File: config.mk
export PLATFORM = sky130hd
export DESIGN_NAME = exu_branch_resolve_unit
export DESIGN_NICKNAME = d
export VERILOG_FILES = /design/src/rtl/exu_branch_resolve_unit.sv
export SDC_FILE = /design/constraint.sdc
export NUM_CORES = 1
export LEC_CHECK = 0
export CAP_MARGIN = 25
export CORE_UTILIZATION = 40
export CTS_CLUSTER_DIAMETER = 30
export DETAILED_ROUTE_END_ITERATION = 7
export GPL_ROUTABILITY_DRIVEN = 1
export GPL_TIMING_DRIVEN = 0
export PLACE_DENSITY_LB_ADDON = 0.1
export SETUP_SLACK_MARGIN = 0.4
export SLEW_MARGIN = 20
export SYNTH_ARGS = -nofsm -noshare
export SYNTH_HDL_FRONTEND = slang
export SYNTH_SLANG_ARGS = --single-unit
File: constraint.sdc
create_clock -name clk -period 4 [get_ports clk]
set_clock_uncertainty 0.05 [all_clocks]
set_input_delay 0.4 -clock clk [delete_from_list [all_inputs] [get_ports clk]]
set_output_delay 0.4 -clock clk [all_outputs]
set_load 0.02 [all_outputs]
File: src/rtl/exu_branch_resolve_unit.sv
// Branch resolution stage: resolves JAL/JALR/B-type direction and target against the
// fetch prediction, keeps a return address stack and a saturating misprediction counter.
module exu_branch_resolve_unit #(
    parameter int               XLEN      = 32,
    parameter logic [XLEN-1:0]  PC_INIT   = '0,
    parameter int               RAS_DEPTH = 4,
    parameter int               BPCW      = 8,
    parameter int               CNTW      = 16
) (
    input  logic                clk,
    input  logic                aresetn,
    input  logic                i_stall,
    input  logic                i_bubble,
    input  logic [XLEN-1:0]     i_pc,
    input  logic                i_is_jal,
    input  logic                i_is_jalr,
    input  logic                i_is_b_type,
    input  logic [4:0]          i_rd,
    input  logic [4:0]          i_rs1,
    input  logic [2:0]          i_funct3,
    input  logic [11:0]         i_immI,
    input  logic [11:0]         i_immB,
    input  logic [XLEN-1:0]     i_op0,
    input  logic [XLEN-1:0]     i_op1,
    input  logic                i_op0_lt_op1,
    input  logic                i_sign_op0_lt_op1,
    input  logic                i_pred_taken,
    input  logic [XLEN-1:0]     i_pred_pc,
    input  logic                i_cnt_clr,
    output logic [XLEN-1:0]     o_nxt_instr_pc,
    output logic                o_bubble,
    output logic                o_branch_taken,
    output logic [XLEN-1:0]     o_branch_pc,
    output logic                o_flush,
    output logic [XLEN-1:0]     o_ras_top,
    output logic                o_ras_valid,
    output logic                o_bp_upd,
    output logic [BPCW-1:0]     o_bp_idx_pc,
    output logic                o_bp_sts_btaken,
    output logic [CNTW-1:0]     o_mispred_cnt
);

    localparam int TPW = $clog2(RAS_DEPTH);

    logic [XLEN-1:0] r_ras [RAS_DEPTH];
    logic [TPW-1:0]  r_tp;
    logic [TPW:0]    r_cnt;

    logic            r_en_cmp;
    logic            r_dir_mis;
    logic            r_tgt_mis;
    logic [CNTW-1:0] r_mispred_cnt;

    logic [XLEN-1:0] r_nxt_instr_pc;
    logic            r_bubble;
    logic            r_branch_taken;
    logic [XLEN-1:0] r_branch_pc;
    logic            r_bp_upd;
    logic [BPCW-1:0] r_bp_idx_pc;
    logic            r_bp_sts_btaken;

    logic            w_flush;
    logic            w_accept;
    logic            w_jump;
    logic            w_b_cond;
    logic            w_b_legal;
    logic            w_taken;
    logic [XLEN-1:0] w_pc4;
    logic [XLEN-1:0] w_jalr_sum;
    logic [XLEN-1:0] w_b_tgt;
    logic [XLEN-1:0] w_branch_pc;
    logic            w_dir_mis;
    logic            w_tgt_mis;
    logic            w_rd_link;
    logic            w_rs1_link;
    logic            w_link_swap;
    logic            w_push;
    logic            w_pop;
    logic            w_pop_push;
    logic [TPW-1:0]  w_tp_inc;
    logic [TPW-1:0]  w_tp_dec;

    // A flushing cycle's instruction is on the wrong path and is treated as a bubble.
    assign w_flush  = r_en_cmp & (r_dir_mis | r_tgt_mis);
    assign w_accept = !i_stall && !i_bubble && !w_flush;
    assign w_jump   = i_is_jal | i_is_jalr;

    always_comb begin
        w_b_cond  = 1'b0;
        w_b_legal = 1'b1;
        case (i_funct3)
            3'b000:  w_b_cond = (i_op0 == i_op1);
            3'b001:  w_b_cond = (i_op0 != i_op1);
            3'b100:  w_b_cond = i_sign_op0_lt_op1;
            3'b101:  w_b_cond = !i_sign_op0_lt_op1;
            3'b110:  w_b_cond = i_op0_lt_op1;
            3'b111:  w_b_cond = !i_op0_lt_op1;
            default: w_b_legal = 1'b0;
        endcase
    end

    assign w_taken    = w_jump | (i_is_b_type & w_b_cond);
    assign w_pc4      = i_pc + XLEN'(4);
    assign w_jalr_sum = i_op0 + {{(XLEN-12){i_immI[11]}}, i_immI};
    assign w_b_tgt    = i_pc + {{(XLEN-13){i_immB[11]}}, i_immB, 1'b0};

    // JAL targets are trusted from fetch, so a JAL can only mispredict on direction.
    always_comb begin
        if (i_is_jal)
            w_branch_pc = i_pred_pc;
        else if (i_is_jalr)
            w_branch_pc = {w_jalr_sum[XLEN-1:1], 1'b0};
        else if (i_is_b_type && w_b_cond)
            w_branch_pc = w_b_tgt;
        else
            w_branch_pc = w_pc4;
    end

    assign w_dir_mis = (w_taken != i_pred_taken);
    assign w_tgt_mis = w_taken && (w_branch_pc != i_pred_pc);

    assign w_rd_link   = (i_rd == 5'd1) || (i_rd == 5'd5);
    assign w_rs1_link  = (i_rs1 == 5'd1) || (i_rs1 == 5'd5);
    assign w_link_swap = i_is_jalr & w_rd_link & w_rs1_link & (i_rd != i_rs1);
    assign w_push      = w_accept & w_jump & w_rd_link & !w_link_swap;
    assign w_pop       = w_accept & i_is_jalr & w_rs1_link & !w_rd_link;
    assign w_pop_push  = w_accept & w_link_swap;
    assign w_tp_inc    = r_tp + TPW'(1);
    assign w_tp_dec    = r_tp - TPW'(1);

    // Circular RAS: overflow silently overwrites the oldest entry.
    always_ff @(posedge clk) begin
        if (!aresetn) begin
            r_tp  <= '0;
            r_cnt <= '0;
            for (int k = 0; k < RAS_DEPTH; k++)
                r_ras[k] <= '0;
        end else if (w_push) begin
            r_tp           <= w_tp_inc;
            r_ras[w_tp_inc] <= w_pc4;
            if (r_cnt != (TPW+1)'(RAS_DEPTH))
                r_cnt <= r_cnt + 1'b1;
        end else if (w_pop) begin
            if (r_cnt != '0) begin
                r_tp  <= w_tp_dec;
                r_cnt <= r_cnt - 1'b1;
            end
        end else if (w_pop_push) begin
            r_ras[r_tp] <= w_pc4;
            if (r_cnt == '0)
                r_cnt <= (TPW+1)'(1);
        end
    end

    // Under stall everything holds, except that a live flush is retired and the
    // predictor strobe is dropped so a held instruction cannot update twice.
    always_ff @(posedge clk) begin
        if (!aresetn) begin
            r_nxt_instr_pc  <= PC_INIT;
            r_bubble        <= 1'b1;
            r_branch_taken  <= 1'b0;
            r_branch_pc     <= PC_INIT;
            r_bp_upd        <= 1'b0;
            r_bp_idx_pc     <= '0;
            r_bp_sts_btaken <= 1'b0;
            r_en_cmp        <= 1'b0;
            r_dir_mis       <= 1'b0;
            r_tgt_mis       <= 1'b0;
        end else if (!i_stall) begin
            r_nxt_instr_pc  <= w_pc4;
            r_bubble        <= !(w_accept && w_jump);
            r_branch_taken  <= w_accept && w_taken;
            r_branch_pc     <= w_branch_pc;
            r_bp_upd        <= w_accept && i_is_b_type && w_b_legal;
            r_bp_idx_pc     <= i_pc[BPCW-1:0];
            r_bp_sts_btaken <= w_taken;
            r_en_cmp        <= w_accept;
            r_dir_mis       <= w_dir_mis;
            r_tgt_mis       <= w_tgt_mis;
        end else begin
            r_bp_upd <= 1'b0;
            if (w_flush)
                r_en_cmp <= 1'b0;
        end
    end

    always_ff @(posedge clk) begin
        if (!aresetn)
            r_mispred_cnt <= '0;
        else if (i_cnt_clr)
            r_mispred_cnt <= '0;
        else if (w_flush && (r_mispred_cnt != {CNTW{1'b1}}))
            r_mispred_cnt <= r_mispred_cnt + 1'b1;
    end

    assign o_nxt_instr_pc  = r_nxt_instr_pc;
    assign o_bubble        = r_bubble;
    assign o_branch_taken  = r_branch_taken;
    assign o_branch_pc     = r_branch_pc;
    assign o_flush         = w_flush;
    assign o_ras_top       = r_ras[r_tp];
    assign o_ras_valid     = (r_cnt != '0);
    assign o_bp_upd        = r_bp_upd;
    assign o_bp_idx_pc     = r_bp_idx_pc;
    assign o_bp_sts_btaken = r_bp_sts_btaken;
    assign o_mispred_cnt   = r_mispred_cnt;

endmodule

-- Yosys cells after proc, flatten, opt, wreduce, memory -nomap -nowiden
Memory sizes are Yosys's and may differ from the RTL's. A register that Yosys moved wholly into a read port is not among the register bits.
Cells that the tools add are included.
- bits in registers: 100
- bits in writable memories: 128
- output and inout port bits: 126
- logic and storage cells: 123
- memories kept: 1
- add/subtract/negate cells: 8
- equality and inequality tests: 19
- muxes and demuxes: 33
- bitwise operators: 16
- reduce and logical (&&, ||, !) cells: 33
- memory list (memory ; words ; width ; rd ports ; clocked after memory_dff ; wr ports ; line ; text):
    r_ras ; 4 ; 32 ; 1 ; 1 ; 4 ; 45 ; logic [XLEN-1:0] r_ras [RAS_DEPTH];
- operators by type and width (kind ; number):
    32-bit two-way mux ; 5
    32-bit adder ; 2
    32-bit != test ; 2
    32-bit OR reduction ; 2
    32-bit by 3-bit adder with 32-bit output (second input constant) ; 1
    32-bit == test ; 1
    3-bit two-way mux ; 6
    16-bit by 1-bit adder with 16-bit output (second input constant) ; 1
    16-bit != test (second input constant) ; 1
    1-bit two-way mux ; 14
    2-bit two-way mux ; 7
    1-bit AND ; 12
    3-bit == test (second input constant) ; 4
    5-bit by 1-bit == test with 1-bit output (second input constant) ; 2
    5-bit by 3-bit == test with 1-bit output (second input constant) ; 2
    1-bit logical AND ; 9
    3-bit nonzero test ; 3
    1-bit logical NOT ; 8
    3-bit logical NOT ; 2
    3-bit != test (second input constant) ; 2
    1-bit case mux with 6 select lines ; 1
    6-bit OR reduction ; 1
    5-bit != test ; 1
    2-bit by 1-bit != test with 1-bit output (second input constant) ; 2
    13 further kinds ; 18

-- Longest topological paths before layout
Gate-level depths: netlist of the first run.
- depth in word-level cells: 13
- gate-level depth with buffers: 15

-- Worst setup path after synthesis of the first run
OpenSTA, ideal clock, no wires.
- path type: reg2reg
- start: reg r_tgt_mis
- end: mem r_ras[1][0], enable pin
- library setup time: 389 ps
- arrival time: 3249 ps
- setup slack: 311 ps
- cell stages (with the launch flop): 13
- buffers on the path: 2
- period minus slack after synthesis: 3689 ps
- path through: dfxtp_1 o21ai_0 inv_1 or3_1 nor3_1 nor2b_1 nand2_1 nor3_1 a21oi_1 or2_2 clkbuf_1 clkbuf_1 nand2_1
- RTL lines (item ; line ; text):
    start, declared ; 51 ; logic r_tgt_mis;
    start signal, assigned ; 179 ; r_tgt_mis <= w_tgt_mis;
    end, declared ; 45 ;

-- Worst setup path in the final report of the first run
- start: in i_immB[7]
- end: reg r_tgt_mis
- longest elaborated chain between the ends: 6
- ends and longest elaborated chain (item ; line ; text):
    start, declared ; 22 ; input logic [11:0] i_immB,
    32-bit adder ; 105 ; assign w_b_tgt = i_pc + {{(XLEN-13){i_immB[11]}}, i_immB, 1'b0};
    32-bit two-way mux ; 113 ; else if (i_is_b_type && w_b_cond)
    32-bit two-way mux ; 111 ; else if (i_is_jalr)
    32-bit two-way mux ; 109 ; if (i_is_jal)
    32-bit != test ; 120 ; assign w_tgt_mis = w_taken && (w_branch_pc != i_pred_pc);
    1-bit logical AND ; 120 ;
No other way between the ends.
A chain may end at the register's enable or synchronous reset.

==> results.py, run 1 <==
metrics = {
    "timing": {
        "hold_violations": 0,
        "max_freq_ghz": 0.266,
        "period_needed_ns": 3.76,
        "slew_viol_final": 0,
        "worstMarginPinSlew_ns": 1.04,
        "tns_ns": 0,
        "finalSetupViolCount": 0,
        "rsz0062_at_grt": "yes",
        "fin_crit_sh": 0.941,
        "slew_headroom": 0.305,
    },
    "cells_and_area": {
        "area_growth_pct": 44.9,
        "fillCellCount": 3466,
        "num-nets-final": 2423,
        "fin_util": 0.591,
        "drive_gt1_frac": 0.190,
    },
    "synthesis": {
        "yosys.area.top_type": "edfxtp_1",
        "ys_warn_count": 0,
        "synth_cell_types": 83,
        "synth_ff_type": "edfxtp_1",
        "syn-num-nets": 2025,
        "seq_area_frac_synth": 0.368,
        "synth_area_um2": 15900,
        "ys_ff_latch": 228,
        "ys_top_cells_by_area": "edfxtp_1 24%, dfxtp_1 13%, ha_1 5.1%, nor2_1 5.0%, xor2_1 4.6%",
        "async_flop_share": 0,
        "synth-edff-count": 128,
        "syn_inst": 1782,
        "synth.top_cell.area_share": 0.242,
        "syn_avg_cell_area_um2": 8.90,
    },
    "place": {
        "port_buffers": 298,
        "dp_hpwl_um": 52800,
        "gp_congestion": 0.994,
    },
    "critical_path": {
        "slowest_stage": "or4b_4",
        "r2r_start": "r_tgt_mis",
        "path_depth": 14,
        "critical_path_class": "in2reg",
        "arrival_ns": 4.15,
        "r2r-end": "r_ras[1][20]",
        "cp_num_buf_inv": 1,
        "worstPathCellList": "clkdlybuf4s50_1 > ha_4 > and4_4 > a221o_1 > a31oi_4 > nand2_2 > xnor2_1 > mux2i_4 > a221oi_2 > or4b_4 > a2111oi_4 > a41oi_2 > nor3_4 > o21ai_1",
        "worst_r2r_path_depth": 13,
        "slowest_delay_ns": 0.60,
        "rrSetupSlack_ns": 0.40,
        "cp_top_family": "simple AND/OR/NAND/NOR gates",
        "cp-end-kind": "register",
        "cp.required_ns": 4.38,
        "worstPathMaxFanout": 8,
        "startpoint_type": "primary input",
    },
    "clock_tree": {
        "cts_inserted_buffers": 51,
        "cts_hold_buffers": 0,
        "cts_tree": "yes",
        "root_buffer": "clkbuf_16",
        "htreeDepth": 2,
        "max-clock-path-buffers": 3,
        "cts_num_sinks": 228,
        "clock_latency_ns": 0.56,
        "clk_pin_slew_ns": 0.05,
    },
    "pwr": {
        "p_switching_mw": 2.75,
        "pwr-share-clk": 0.486,
        "p_seq_frac": 0.285,
        "leakagePower_nw": 8.84,
        "p_per_area_nw_per_um2": 403,
        "switching_share": 0.297,
        "combPwrFrac": 0.229,
        "peakVddDrop_mv": 0.397,
        "p_int_mw": 6.52,
    },
    "floorplanning": {
        "die_h_um": 201,
        "rows": 72,
        "io_pins": 302,
        "die_w_um": 201,
        "start_util": 0.408,
        "core_um2": 38900,
        "die-area_um2": 40500,
    },
    "routing": {
        "ant_nets": 0,
        "drc_errors": 0,
        "wl_met1_um": 27500,
        "wl_met3_um": 4200,
        "first_iter_violations": 1104,
        "wirelength_um": 69500,
        "wire_per_inst_um": 25.3,
        "highest_layer": "met4",
        "via_count": 16000,
        "drt-pass1-iter-count": 5,
        "vias_per_cell": 5.82,
        "route.met2.wl_um": 34000,
    },
    "status": {
        "status": "finished, final reports clean",
    },
    "min_path": {
        "worstHoldPathType": "in2reg",
        "hold_path_end": "o_bp_idx_pc[5]",
        "holdPathStages": 3,
        "min_from": "i_pc[5]",
    },
    "global_routing": {
        "grt_pass1_wl_um": 103000,
        "grt_pass1_vias": 16100,
        "gr-usage-all-layers": 0.340,
        "grt-ovfl-total": 0,
        "grt_max_degree": 25,
        "antenna_found_initial": 0,
    },
    "flow_run": {
        "cap_violations": 0,
    },
}
-- cells by family after synthesis --
family                   after synthesis  synth area share
flip-flops                           228             0.368
XOR/XNOR                             130            0.0727
multiplexers                          67            0.0677
AO/OA/AOI/OAI                        438             0.189
adder cells (fa/ha/maj)               67            0.0538
AND/OR/NAND/NOR                      683             0.207
buffers and inverters                169            0.0415
-- sequential cells by signal, indices dropped and copies added, names as in the netlist, 2 cells and up, named ones only --
signal and count:
o_nxt_instr_pc 32, o_bp_idx_pc 6, r_cnt 3, o_branch_pc 32, r_ras 128, r_tp 2
o_mispred_cnt 16
-- placed cells by master, fill, tap and decap left out, types with 29 or more instances in the layout --
cell,n
a21oi_1,102
buf_4,36
clkbuf_1,61
clkbuf_16,53
clkdlybuf4s50_1,192
dfxtp_1,100
dlygate4sd2_1,66
edfxtp_1,128
ha_1,47
inv_1,65
mux4_2,32
nand2_1,171
nand3_1,38
nand4_1,36
nor2_1,208
nor3_1,38
o21ai_0,65
or2_2,29
xnor2_1,41
xor2_1,68
-- power groups by stage --
stage               Clock, mW  Combinational [mW]  Sequential, mW
floorplan                   0               0.962            2.73
global placement            0                1.83            2.68
detailed placement          0                1.84            2.68
CTS                      4.52                2.08            2.64
global route             4.65                2.25            2.65
finish                   4.51                2.12            2.64
-- cells in the mapped netlist (12+ instances only) --
| cell type | n |
|---|---|
| nor3_1 | 41 |
| clkbuf_1 | 81 |
| buf_1 | 12 |
| xnor2_1 | 46 |
| mux4_2 | 32 |
| and3_1 | 25 |
| nor4_1 | 16 |
| o21a_1 | 14 |
| xor2_1 | 83 |
| mux2i_1 | 32 |
| inv_1 | 65 |
| ha_1 | 65 |
| edfxtp_1 | 128 |
| and2_1 | 25 |
| o211ai_1 | 25 |
| nor2b_1 | 15 |
| or3_1 | 15 |
| dfxtp_1 | 100 |
| o31ai_1 | 12 |
| a211oi_1 | 22 |
| nand2b_1 | 22 |
| o211a_1 | 21 |
| nor2_1 | 211 |
| o21ai_0 | 78 |
| nand4_1 | 36 |
| a21oi_1 | 114 |
| nand3_1 | 42 |
| or2_2 | 29 |
| nand2_1 | 180 |
| a21o_1 | 21 |
-- worst max-delay path by stage --
stage | start | to | slack, ns
2_1_floorplan | i_pc[1] | r_tgt_mis | 0.41
3_3_place_gp | i_immB[11] | r_tgt_mis | -2.29
3_5_place_dp | i_immB[11] | r_tgt_mis | -2.21
4_1_cts | i_pc[23] | r_tgt_mis | 0.30
5_1_grt | i_op0[31] | r_tgt_mis | 0.16
6_report | i_immB[7] | r_tgt_mis | 0.24
-- final cells by class --
cell class	count	area (µm²)	area share
repair buffers	344	3360	0.146
multi-input cells	1386	10500	0.458
clock buffers	60	1380	0.0601
inverters	68	255	0.0111
well taps	518	648	0.0282
clock inverters	34	478	0.0208
plain buffers	101	500	0.0218
flip-flops and latches	228	5850	0.254
diodes	2	5.00	0.000218
-- tightest hold or removal path, stage by stage --
cell and delay, ns:
clkbuf_2 0.20, mux2i_1 0.10, nor2_1 0.07
-- stage by stage --
| step | hold slack [ns] | instance area, µm² | instances | worst slack, ns | total power [mW] |
|---|---|---|---|---|---|
| final | 0.194 | 23000 | 2741 | 0.237 | 9.27 |
| after global routing | 0.209 | 23000 | 2739 | 0.165 | 9.54 |
| after CTS | 0.181 | 22900 | 2735 | 0.298 | 9.24 |
| after detailed placement | 0.407 | 19600 | 2602 | -2.21 | 4.53 |
| after global placement | 0.408 | 19500 | 2598 | -2.29 | 4.51 |
| after floorplan | 0.400 | 15900 | 1782 | 0.409 | 3.69 |
-- layer usage --
layer  vias up  track usage
li1       7393            -
met1      7746        0.407
met2       666        0.590
met3       157       0.0538
met4         0        0.173
met5         -            0
-- repair_timing --
| action | CTS | global route |
|---|---|---|
| pin swaps | 86 | 10 |
| cloned | 2 | 0 |
| setup buffers | 37 | 2 |
| setup endpoints to repair | 220 | 69 |
| resized for setup | 432 | 16 |
No activity file was read; power rests on OpenSTA's default activity.
==> run 2, diff against run 1 <==
GPL_TIMING_DRIVEN = 1   (was 0)
==> run 2 against run 1 <==
Effect of this change: die area unchanged; sequential cell count is the same; power grew 6.4%; setup slack gained 0.21 ns; clock power is 6.0% higher; design area grew 9.9%; first-iteration DRC count shrank 7.4%; fmax is 5.9% higher; non-clock buffer count increased by 278; largest power group unchanged; highest routed layer is now met5.
==> results.py, run 2 (same netlist as run 1, synthesis figures left out) <==
metrics = {
    "flow_run": {
        "cap_violations": 0,
    },
    "cells_and_area": {
        "drive_gt1_frac": 0.293,
        "final_common_cell": "buf_4",
        "final_cell_mix": "406 x buf_4, 231 x clkdlybuf4s50_1, 206 x nor2_1, 178 x nand2_1, 128 x edfxtp_1",
        "num-nets-final": 2701,
        "largest_reg_flops": 128,
        "fin_util": 0.649,
        "fillCellCount": 3323,
        "area_growth_pct": 59.3,
        "finalInstanceArea_um2": 25300,
        "top_register": "r_ras",
        "num_antenna_cells": 0,
    },
    "global_routing": {
        "gr-usage-all-layers": 0.321,
        "grt-ovfl-total": 0,
        "grt_max_degree": 59,
        "grt_pass1_wl_um": 99400,
        "grt_pass1_vias": 17100,
        "antenna_found_initial": 1,
    },
    "floorplanning": {
        "die_w_um": 201,
        "io_pins": 302,
        "die_h_um": 201,
        "core_um2": 38900,
        "start_util": 0.408,
        "die-area_um2": 40500,
        "rows": 72,
    },
    "critical_path": {
        "r2r-end": "r_ras[1][18]",
        "cp.required_ns": 4.41,
        "r2r_start": "r_tgt_mis",
        "startpoint_type": "primary input",
        "cp-end-kind": "register",
        "critical_path_class": "in2reg",
        "arrival_ns": 3.96,
        "worstSetupEndpoint": "r_tgt_mis",
        "rrSetupSlack_ns": 0.66,
        "worstPathMaxFanout": 8,
        "setup.worst_path.start": "i_op1[6]",
        "worst_r2r_path_depth": 11,
    },
    "timing": {
        "hold_violations": 0,
        "timing.hold.ws_ns": 0.193,
        "slew_viol_final": 0,
        "worstMarginPinSlew_ns": 0.838,
        "max_freq_ghz": 0.281,
        "rsz0062_at_grt": "yes",
        "finalSetupViolCount": 0,
        "slew_headroom": 0.437,
        "fin_crit_sh": 0.889,
        "period_needed_ns": 3.55,
    },
    "clock_tree": {
        "cts_inserted_buffers": 52,
        "cts_hold_buffers": 0,
        "root_buffer": "clkbuf_16",
        "cts_tree": "yes",
        "cts_num_sinks": 228,
        "htreeDepth": 2,
        "max-clock-path-buffers": 3,
        "clock_latency_ns": 0.59,
        "clk_pin_slew_ns": 0.05,
    },
    "routing": {
        "wire_per_inst_um": 21.9,
        "drt-pass1-iter-count": 5,
        "wirelength_um": 66200,
        "via_count": 16700,
        "drc_errors": 0,
        "ant_nets": 0,
        "vias_per_cell": 5.54,
        "first_iter_violations": 1022,
    },
    "pwr": {
        "finalPower_mw": 9.87,
        "peakVddDrop_mv": 0.361,
        "leakagePower_nw": 10.6,
        "p_per_area_nw_per_um2": 390,
    },
    "place": {
        "dpl_cell_area_um2": 22200,
        "gp_congestion": 1.00,
        "dp_hpwl_um": 51400,
        "port_buffers": 301,
    },
    "status": {
        "status": "finished, final reports clean",
    },
    "min_path": {
        "worstHoldPathType": "in2reg",
    },
}
run 2: cell types whose count changed in the layout (fill, tap and decap cells not counted), sizes merged, moves of 7 or more:
cell,previous run,this run
clkbuf,145,69
dlygate4sd2,66,12
clkdlybuf4s50,192,231
clkinv,10,17
dlymetal6s2s,0,27
buf,78,427
clkdlybuf4s15,23,16
run 2: worst min path at each step:
stage | startpoint | to | slack, ns | depth (start not counted)
2_1_floorplan | r_tgt_mis | r_tgt_mis | 0.40 | 2
5_1_grt | i_stall | o_bubble | 0.22 | 4
3_5_place_dp | o_bp_idx_pc[2] | o_bp_idx_pc[2] | 0.41 | 2
6_report | i_stall | o_bubble | 0.19 | 4
4_1_cts | i_stall | o_bubble | 0.17 | 4
3_3_place_gp | o_bp_idx_pc[2] | o_bp_idx_pc[2] | 0.41 | 2
run 2: through the flow:
| stage | setup WS, ns | std cells | TNS (ns) |
|---|---|---|---|
| global route | 0.340 | 3019 | 0 |
| finish | 0.446 | 3019 | 0 |
| detailed placement | -0.858 | 2906 | -4.39 |
| global placement | -0.803 | 2906 | -3.54 |
| floorplan | 0.409 | 1782 | 0 |
| CTS | 0.401 | 3010 | 0 |
run 2: worst max-delay path, stage by stage:
cell and delay (ns):
clkdlybuf4s15_1 0.21, xor2_2 0.22, nor4_4 0.32, nand4_1 0.26
buf_6 0.21, or4_4 0.51, nand3_4 0.10, buf_12 0.16
mux2i_4 0.25, o22ai_2 0.11, or4b_4 0.56, a2111oi_4 0.22
a41oi_2 0.16, nor3_2 0.19, o21ai_1 0.09
run 2: where the power goes:
part | internal, mW | switching (mW) | leakage (nW)
sequential | 2.59 | 0.0561 | 2.09
combinational | 1.18 | 1.26 | 7.52
clock | 3.29 | 1.49 | 0.946
run 2: routing by layer:
| metal | wire length [µm] | track usage | share of wire | up-vias |
|---|---|---|---|---|
| li1 | - | - | - | 7921 |
| met1 | 26300 | 0.380 | 0.40 | 8074 |
| met2 | 32900 | 0.574 | 0.50 | 591 |
| met3 | 3880 | 0.0488 | 0.059 | 144 |
| met4 | 3140 | 0.141 | 0.047 | 2 |
| met5 | 14 | 0 | 0.00021 | - |
run 2: layout make-up:
| cell class | count | area [µm²] | share of cell area |
|---|---|---|---|
| inverters | 68 | 255 | 0.0101 |
| repair buffers | 723 | 6280 | 0.249 |
| clock buffers | 59 | 1350 | 0.0533 |
| clock inverters | 38 | 637 | 0.0252 |
| flip-flops and latches | 228 | 5850 | 0.231 |
| multi-input cells | 1385 | 10300 | 0.406 |
| well taps | 518 | 648 | 0.0256 |
run 2: repair_timing:
item,in CTS,in global routing
endpoints found under the setup margin,10,121
pin swaps,52,62
gates cloned,0,0
setup buffers,7,9
resized for setup,139,131
hold endpoints to repair,0,0
==> run 3, diff against run 2 <==
ABC_AREA = 1   (was default)
SKIP_LAST_GASP = 1   (was default)
SLEW_MARGIN = 15   (was 20)
==> run 3 against run 2 <==
Effect of this change: first-iteration DRC count rose by 26%; sequential share of layout area increased by 3.6 points; sequential power is essentially flat; core utilization shrank 11 points; area after synthesis rose by 4.3%; synthesized cell count rose by 39%; wire length is 6.1% lower; worst hold slack improved by 0.073 ns; non-clock buffer count down 341; critical path type unchanged; critical endpoint unchanged; largest power group unchanged.
==> results.py, run 3 <==
metrics = {
    "status": {
        "status": "finished, final reports clean",
    },
    "critical_path": {
        "cp_common_cell": "nand2_1",
        "arrival_ns": 3.67,
        "startpoint_type": "primary input",
        "worst_r2r_path_depth": 13,
        "slowest_delay_ns": 0.59,
        "cp_top_family": "simple AND/OR/NAND/NOR gates",
        "cp-end-kind": "register",
        "cp_num_buf_inv": 3,
        "cp.required_ns": 4.32,
        "critical_path_class": "in2reg",
        "worstPathCellList": "clkdlybuf4s50_1 > buf_4 > inv_1 > nor3_4 > nand3_2 > nor4_2 > nand2_1 > xnor2_1 > nand2_1 > nand3_1 > nand2_1 > nand3_1 > nand2_1 > nor2_1 > nand2_1 > nor2_1 > nand2_1 > o21ai_1 > a21oi_1",
        "rrSetupSlack_ns": 0.95,
        "r2r-end": "r_ras[2][16]",
        "r2r_start": "r_tgt_mis",
        "worstPathMaxFanout": 4,
        "slowest_stage": "xnor2_1",
    },
    "synthesis": {
        "ys_top_cells_by_count": "532 x nand2_1, 422 x nor2_1, 333 x inv_1, 224 x o21ai_0, 172 x nand3_1",
        "synth.top_cell.area_share": 0.232,
        "async_flop_share": 0,
        "synth-edff-count": 128,
        "synth_cell_types": 50,
        "synth_area_um2": 16500,
        "synth_most_common_cell": "nand2_1",
        "seq_area_frac_synth": 0.353,
        "syn_avg_cell_area_um2": 6.67,
        "syn-num-nets": 2725,
        "ys_warn_count": 0,
        "syn_inst": 2482,
        "synth_ff_type": "edfxtp_1",
        "yosys.area.top_type": "edfxtp_1",
        "ys_top_cells_by_area": "edfxtp_1 23%, dfxtp_1 12%, nand2_1 12%, nor2_1 9.6%, inv_1 7.6%",
        "ys_ff_latch": 228,
    },
    "routing": {
        "drt-pass1-iter-count": 6,
        "via_count": 17500,
        "wirelength_um": 62200,
        "ant_nets": 0,
        "drc_errors": 0,
        "first_iter_violations": 1290,
        "vias_per_cell": 5.20,
        "wire_per_inst_um": 18.4,
    },
    "cells_and_area": {
        "final_common_cell": "nand2_1",
        "top_register": "r_ras",
        "final_cell_mix": "532 x nand2_1, 421 x nor2_1, 331 x inv_1, 299 x clkdlybuf4s50_1, 224 x o21ai_0",
        "multiInputGateArea_um2": 9100,
        "num_antenna_cells": 0,
        "seq_area_um2": 5850,
        "largest_reg_flops": 128,
        "drive_gt1_frac": 0.0627,
        "num-nets-final": 3058,
        "final_cells": 3373,
        "area_growth_pct": 32.1,
        "fillCellCount": 4054,
    },
    "floorplanning": {
        "die_w_um": 205,
        "die_h_um": 205,
        "core_um2": 40800,
        "rows": 74,
        "io_pins": 302,
        "die-area_um2": 42200,
        "start_util": 0.405,
    },
    "flow_run": {
        "cap_violations": 0,
    },
    "place": {
        "placedCellCount": 3310,
        "gp_congestion": 0.911,
        "port_buffers": 301,
        "dp_slack_ns": 0.0506,
        "dp_hpwl_um": 49500,
    },
    "clock_tree": {
        "max-clock-path-buffers": 3,
        "htreeDepth": 2,
        "root_buffer": "clkbuf_16",
        "cts_inserted_buffers": 35,
        "cts_tree": "yes",
        "clock_latency_ns": 0.51,
        "postCtsSetupRepairBufs": 0,
        "clk_pin_slew_ns": 0.05,
        "cts_num_sinks": 228,
    },
    "timing": {
        "rsz0062_at_grt": "no",
        "fin_crit_sh": 0.836,
        "max_freq_ghz": 0.299,
        "finalSetupViolCount": 0,
        "hold_violations": 0,
        "setup_ws_ns": 0.655,
        "slew_viol_final": 0,
        "slew_headroom": 0.335,
        "period_needed_ns": 3.35,
        "worstMarginPinSlew_ns": 0.986,
    },
    "min_path": {
        "hold_path_end": "o_bubble",
        "holdPathStages": 2,
        "worstHoldPathType": "in2reg",
        "min_from": "aresetn",
    },
    "global_routing": {
        "grt-ovfl-total": 0,
        "grt_pass1_wl_um": 93100,
        "grt_pass1_vias": 16300,
        "gr-usage-all-layers": 0.291,
        "antenna_found_initial": 0,
        "grt_max_degree": 91,
    },
    "pwr": {
        "p_per_area_nw_per_um2": 350,
        "peakVddDrop_mv": 0.257,
        "leakagePower_nw": 9.75,
    },
}
## run 3: kinds of logic after synthesis
group | share of synthesized area
AOI/OAI and AO/OA | 0.141
xor gates and xnor gates | 0.0365
adders and majority gates | 0.0516
buffers and inverters | 0.0987
DFF | 0.353
muxes | 0.000605
and+or+nand+nor | 0.318
## run 3: per-layer routing
metal  global-route usage  vias to the layer above  share of wire
met2                0.478                      558           0.47
met1                0.401                     8101           0.45
li1                     -                     8789              -
met3               0.0274                       84          0.049
met4               0.0947                        0          0.031
met5                    0                        -              0
## run 3: worst max path at each step
stage	start	end	cells after the start
global placement	i_pc[1]	r_tgt_mis	22
detailed placement	i_pc[1]	r_tgt_mis	22
global route	i_pc[2]	r_tgt_mis	23
CTS	i_pc[1]	r_tgt_mis	22
floorplan	i_is_jalr	r_ras[3][0]	11
finish	i_pc[3]	r_tgt_mis	19
## run 3: worst reg2reg max path: stages (launching register included)
cell and delay (ns):
dfxtp_1 0.35, o21ai_0 0.26, nand2_1 0.13, inv_1 0.14
o21ai_0 0.13, nor2_1 0.10, nand2_1 0.15, nor2_1 0.16
nand2_1 0.07, o21ai_1 0.19, inv_1 0.09, a311o_1 0.34
nand2_1 0.06, buf_4 0.43
## run 3: area by class of cell
class / count / share of cell area
Sequential cell: 228 / 0.268
Clock inverter: 20 / 0.0121
Inverter: 340 / 0.0584
Clock buffer: 43 / 0.0448
Timing Repair Buffer: 382 / 0.170
Tap cell: 532 / 0.0305
Multi-Input combinational cell: 1828 / 0.416
## run 3: what timing repair did
item / 4_1_cts / 5_1_grt
hold buffers: 0 / 0
hold endpoints to repair: 0 / 0
gates resized for setup: 0 / 5
endpoints found under the setup margin: 0 / 1
## run 3: power breakdown
group | switching, mW | total [mW] | internal [mW]
combinational | 1.12 | 1.84 | 0.716
clock | 1.11 | 3.20 | 2.09
sequential | 0.0452 | 2.61 | 2.57
## run 3: stage by stage
step	power [mW]	hold slack, ns	area [µm²]	TNS (ns)	util
floorplan	3.65	0.392	16500	0	-
global placement	4.49	0.406	20600	-0.0141	0.504
detailed placement	4.49	0.408	20600	0	0.504
CTS	7.69	0.254	21800	0	0.535
global route	7.97	0.287	21800	0	0.535
finish	7.65	0.266	21800	0	0.535
